[src/rtl/delivery_game_pkg.sv]
// delivery_game_pkg: shared state codes and default timing constants for the delivery game control unit
package delivery_game_pkg;
  typedef enum logic [3:0] {
    INICIAL       = 4'd0,
    PREPARA       = 4'd1,
    MEDE          = 4'd2,
    ESPERA_MEDIDA = 4'd3,
    JOGANDO       = 4'd4,
    FIM_JOGO      = 4'd5,
    PAUSA         = 4'd6
  } state_t;
  localparam int MEAS_PERIOD_DEF = 50_000_000;
  localparam int TIMEOUT_DEF     = 2_500_000;
endpackage

[src/rtl/edge_detector.sv]
// edge_detector: one-cycle pulse on the rising edge of a raw level input
module edge_detector (
  input  logic clk,
  input  logic rst,
  input  logic d_i,
  output logic rise_o
);
  logic prev_q;
  // remember last sampled level; reset forgets it
  always_ff @(posedge clk) prev_q <= rst ? 1'b0 : d_i;
  assign rise_o = d_i & ~prev_q;
endmodule

[src/rtl/delivery_game_uc.sv]
// delivery_game_uc: game control unit (start, periodic velocity measurement, game over); pause via DELIVERY_UC_PAUSE_EN
module delivery_game_uc
  import delivery_game_pkg::*;
#(
  parameter int MEAS_PERIOD = MEAS_PERIOD_DEF,
  parameter int TIMEOUT     = TIMEOUT_DEF
) (
  input  logic       clock,
  input  logic       reset,
  input  logic       iniciar,
  input  logic       game_over,
  input  logic       velocity_ready,
`ifdef DELIVERY_UC_PAUSE_EN
  input  logic       pausar,
`endif
  output logic       zera_fd,
  output logic       count_map,
  output logic       get_velocity,
  output logic       playing,
  output logic       timeout_err,
  output logic [3:0] db_estado
);
  localparam int PW = $clog2(MEAS_PERIOD);
  localparam int TW = $clog2(TIMEOUT);
  localparam logic [PW-1:0] PER_LAST = PW'(MEAS_PERIOD - 1);
  localparam logic [TW-1:0] TO_LAST  = TW'(TIMEOUT - 1);
  state_t state_q, state_d;
  logic [PW-1:0] per_q, per_d;
  logic [TW-1:0] to_q, to_d;
  logic err_d, ini_rise, pau_rise;
  edge_detector u_ini (.clk(clock), .rst(reset), .d_i(iniciar), .rise_o(ini_rise));
`ifdef DELIVERY_UC_PAUSE_EN
  edge_detector u_pau (.clk(clock), .rst(reset), .d_i(pausar), .rise_o(pau_rise));
`else
  assign pau_rise = 1'b0;
`endif
  // next state and timers; game_over outranks every other exit from the active states
  always_comb begin
    state_d = state_q;
    per_d   = per_q;
    to_d    = to_q;
    err_d   = timeout_err;
    case (state_q)
      INICIAL, FIM_JOGO: if (ini_rise) begin
        state_d = PREPARA;
        err_d   = 1'b0;
      end
      PREPARA: state_d = MEDE;
      MEDE: begin
        state_d = game_over ? FIM_JOGO : ESPERA_MEDIDA;
        to_d    = '0;
      end
      ESPERA_MEDIDA: begin
        to_d = to_q + 1'b1;
        if (game_over) state_d = FIM_JOGO;
        else if (velocity_ready || to_q == TO_LAST) begin
          state_d = JOGANDO;
          per_d   = '0;
          err_d   = timeout_err | ~velocity_ready;
        end
      end
      JOGANDO:
        if (game_over) state_d = FIM_JOGO;
        else if (pau_rise) state_d = PAUSA;
        else if (per_q == PER_LAST) begin
          state_d = MEDE;
          per_d   = '0;
        end
        else per_d = per_q + 1'b1;
      PAUSA: state_d = game_over ? FIM_JOGO : pau_rise ? JOGANDO : PAUSA;
      default: state_d = INICIAL;
    endcase
  end
  // state, timers and Moore outputs decoded from the next state so they align with db_estado
  always_ff @(posedge clock) begin
    if (reset) begin
      state_q      <= INICIAL;
      per_q        <= '0;
      to_q         <= '0;
      zera_fd      <= 1'b0;
      count_map    <= 1'b0;
      get_velocity <= 1'b0;
      playing      <= 1'b0;
      timeout_err  <= 1'b0;
    end else begin
      state_q      <= state_d;
      per_q        <= per_d;
      to_q         <= to_d;
      zera_fd      <= state_d == PREPARA;
      count_map    <= state_d == ESPERA_MEDIDA || state_d == JOGANDO;
      get_velocity <= state_d == MEDE;
      playing      <= state_d == ESPERA_MEDIDA || state_d == JOGANDO || state_d == PAUSA;
      timeout_err  <= err_d;
    end
  end
  assign db_estado = state_q;
endmodule
[config.mk]
export PLATFORM = sky130hd
export DESIGN_NAME = delivery_game_uc
export DESIGN_NICKNAME = d
export VERILOG_FILES = /design/src/rtl/delivery_game_pkg.sv /design/src/rtl/edge_detector.sv /design/src/rtl/delivery_game_uc.sv
export SDC_FILE = /design/constraint.sdc
export NUM_CORES = 1
export LEC_CHECK = 0
export CAP_MARGIN = 20
export CORE_AREA = 5 5 88 90
export DETAILED_ROUTE_END_ITERATION = 12
export DIE_AREA = 0 0 93 95
export DONT_BUFFER_PORTS = 1
export GPL_TIMING_DRIVEN = 0
export HOLD_SLACK_MARGIN = 0.15
export PLACE_DENSITY = 0.65
export REMOVE_ABC_BUFFERS = 1
export SLEW_MARGIN = 20
export SYNTH_ARGS = -nofsm -noshare
export SYNTH_HDL_FRONTEND = slang
export SYNTH_SLANG_ARGS = --single-unit
[constraint.sdc]
create_clock -name clock -period 2.75 [get_ports clock]
set_input_delay 0.55 -clock clock [delete_from_list [all_inputs] [get_ports clock]]
set_output_delay 0.55 -clock clock [all_outputs]
set_load 0.05 [all_outputs]
==> results.json <==
{
  "status": "completed",
  "seqPwrFrac_pct": 50.9,
  "switching_share_pct": 22.6,
  "cp_slowest_stage_delay_ns": 0.87,
  "yosysWarningCount": 0,
  "cts.htree.levels": 3,
  "arrival_ns": 2.84,
  "fin_tns_setup_ns": 0,
  "rsz0062_at_grt": "false",
  "p_comb_share_pct": 2.2,
  "antenna_found_initial": 0,
  "clk_pin_slew_ns": 0.07,
  "grt_overflow": 0,
  "crit_chain": "nand4bb_4 -> o22ai_2 -> a21oi_2 -> nor2_1 -> xnor2_1 -> nor2_1",
  "port_buffers": 0,
  "ys_async_sr_fraction_pct": 0,
  "holdCritPathClass": "in2reg",
  "synth_cell_types": 57,
  "leakage_nw": 1.02,
  "min_period_over_period_pct": 95.7,
  "drc_errors": 0,
  "ios": 14,
  "die_area_um2": 8840,
  "yosysTopAreaCell": "dfxtp_1",
  "layout.nets": 367,
  "multi_input_area_um2": 1770,
  "numCtsBuffers": 9,
  "syn-instance-count": 363,
  "hold_viol_final": 0,
  "finClkSkew_ns": 0.0121,
  "maxSlewViolCount": 0,
  "dp_hpwl_um": 4360,
  "numClockSinks": 58,
  "setup_viol": 0,
  "dp_slack_ns": -0.623,
  "maxCapViolCount": 0,
  "synthFlopType": "dfxtp_1",
  "clkLatencyLatePin_ns": 0.33,
  "yosysSeqAreaShare_pct": 38.8,
  "drive_above_1_share_pct": 11.2,
  "clockRootBuffer": "clkbuf_8",
  "area_growth_pct": 10.2,
  "core_area_um2": 6980,
  "synth_edf_count": 0,
  "rows": 31,
  "avgRoutedWirePerCell_um": 14.8,
  "p_int_mw": 1.30,
  "cts_tree": "built",
  "grt_max_degree": 27,
  "routabilityCongestion": 0.783,
  "via_per_inst": 5.77,
  "end_kind": "flip-flop",
  "critPathMostFrequentCell": "nor2_1",
  "synth_area_um2": 2990,
  "seq_area_um2": 1160,
  "synth_top_area_share_pct": 38.8,
  "start_kind": "flip-flop",
  "worstPathRequired_ns": 2.96,
  "min_period_ns": 2.63,
  "clock.fmax_ghz": 0.380,
  "grt_first_pass_wirelength_um": 11300,
  "yosysMostFrequentCell": "nor2_1",
  "p_clk_share_pct": 47.0,
  "ctsHoldBuffers": 0,
  "worstPathMaxFanout": 13,
  "ant_nets": 0,
  "firstDrtPassIters": 4,
  "relSlewSlack_pct": 32.6,
  "routed_wl_um": 6620,
  "tightest_slew_ns": 1.00,
  "start_util_pct": 42.9,
  "cts_setup_buffers": 0,
  "p_switching_mw": 0.379,
  "die_w_um": 93,
  "clockBufferDepth": 2,
  "layout_setup_ws_ns": 0.118,
  "dr_total_vias": 2577,
  "fillers": 657,
  "cp_slowest_cell": "dfxtp_1",
  "yosys-top-cells-area": "dfxtp_1, xnor2_1, nor2_1",
  "fp.dieH_um": 95,
  "yosys_register_bits": 58,
  "grtUsageTotal_pct": 16.0,
  "ir_worst_vdd_v": 0.000189,
  "p_per_area_nw_per_um2": 509,
  "avgSynthCellArea_um2": 8.25,
  "diodes": 0,
  "path_class": "reg2reg",
  "grt_pass1_vias": 2337,
  "first_iter_violations": 108,
  "synth_common_cells": "nor2_1, dfxtp_1, xnor2_1"
}
registers in the layout, indices dropped and copies added (netlist names):
signal / cells
zera_fd: 1
get_velocity: 1
timeout_err: 1
u_ini.prev_q: 1
count_map: 1
to_q: 22
playing: 1
per_q: 26
db_estado: 4
layout make-up:
type / instances / area share (%)
flip-flops and latches: 58 / 35.3
well taps: 82 / 3.11
repair buffers: 2 / 1.29
clock inverters: 5 / 1.63
clock buffers: 11 / 4.29
inverters: 5 / 0.569
multi-input cells: 284 / 53.8
critical path: cells and delay by family, from the launching register on:
family          cells  cell delay, ns
compound gates      2            0.84
simple gates        3            0.61
flops               1            0.87
xor+xnor            1            0.17
placed cells by master (no fill, tap or decap), types with 2 or more instances in the layout:
cell type,n
nor3_1,18
nor4bb_1,2
nand2b_1,6
nand2_1,25
clkbuf_8,10
nor2_2,2
nand3b_1,4
nor3b_2,2
o211a_1,2
ha_1,2
a21o_1,4
mux2i_1,2
a311oi_1,5
dfxtp_1,55
o21ai_0,13
clkinv_2,3
nor4_1,8
o22ai_1,2
and3_1,3
or3_1,4
a31oi_1,4
nor3_2,7
nand3_1,16
nand4_1,12
nor2_1,59
inv_1,4
dfxtp_2,3
and4_1,2
nor4b_1,2
xnor2_1,28
nor4_4,2
a211oi_1,3
a21oi_1,17
nor2b_1,6
logic make-up after synthesis:
family	after synthesis	share of synthesized area [%]
AO/OA/AOI/OAI	59	12.8
AND/OR/NAND/NOR	189	34.3
XOR/XNOR	29	8.48
other	1	0.125
multiplexers	3	1.04
adder cells (fa/ha/maj)	2	0.836
flip-flops	58	38.8
buffers and inverters	22	3.68
power by group through the flow:
stage / Combinational, mW / Sequential (mW) / Clock (mW)
floorplan: 0.0237 / 0.872 / 0
global placement: 0.0294 / 0.874 / 0
detailed placement: 0.0362 / 0.872 / 0
CTS: 0.0371 / 0.853 / 0.806
global route: 0.0408 / 0.853 / 0.841
finish: 0.0367 / 0.853 / 0.788
per-stage QoR:
step | instance area [um^2] | utilization, % | instances | hold WS, ns | power [mW]
global route | 3300 | 47.2 | 447 | 0.260 | 1.73
global placement | 3010 | 43.0 | 428 | 0.466 | 0.903
floorplan | 2900 | - | 346 | 0.451 | 0.895
detailed placement | 3060 | 43.8 | 430 | 0.475 | 0.908
CTS | 3270 | 46.9 | 446 | 0.260 | 1.70
finish | 3300 | 47.2 | 447 | 0.279 | 1.68
path summary, 6_finish.rpt:
path | endpoint | depth (start not counted) | from | slack (ns)
max | per_q[7] | 6 | db_estado[3] | 0.12
min | to_q[16] | 1 | reset | 0.28
max reg2reg | per_q[7] | 6 | db_estado[3] | 0.12
min reg2reg | to_q[1] | 2 | to_q[1] | 0.48
what timing repair did:
action	CTS	global route
endpoints found under the hold margin	0	0
gates cloned	0	1
endpoints found under the setup margin	25	6
gates resized for setup	5	2
pin swaps	0	0
layer usage:
layer | global-route usage (%) | routed length (um)
met4 | 5.86 | 49
met5 | 0 | 0
met1 | 20.7 | 3220
met3 | 4.30 | 357
met2 | 25.7 | 2990
No activity file was read; power rests on OpenSTA's default activity.
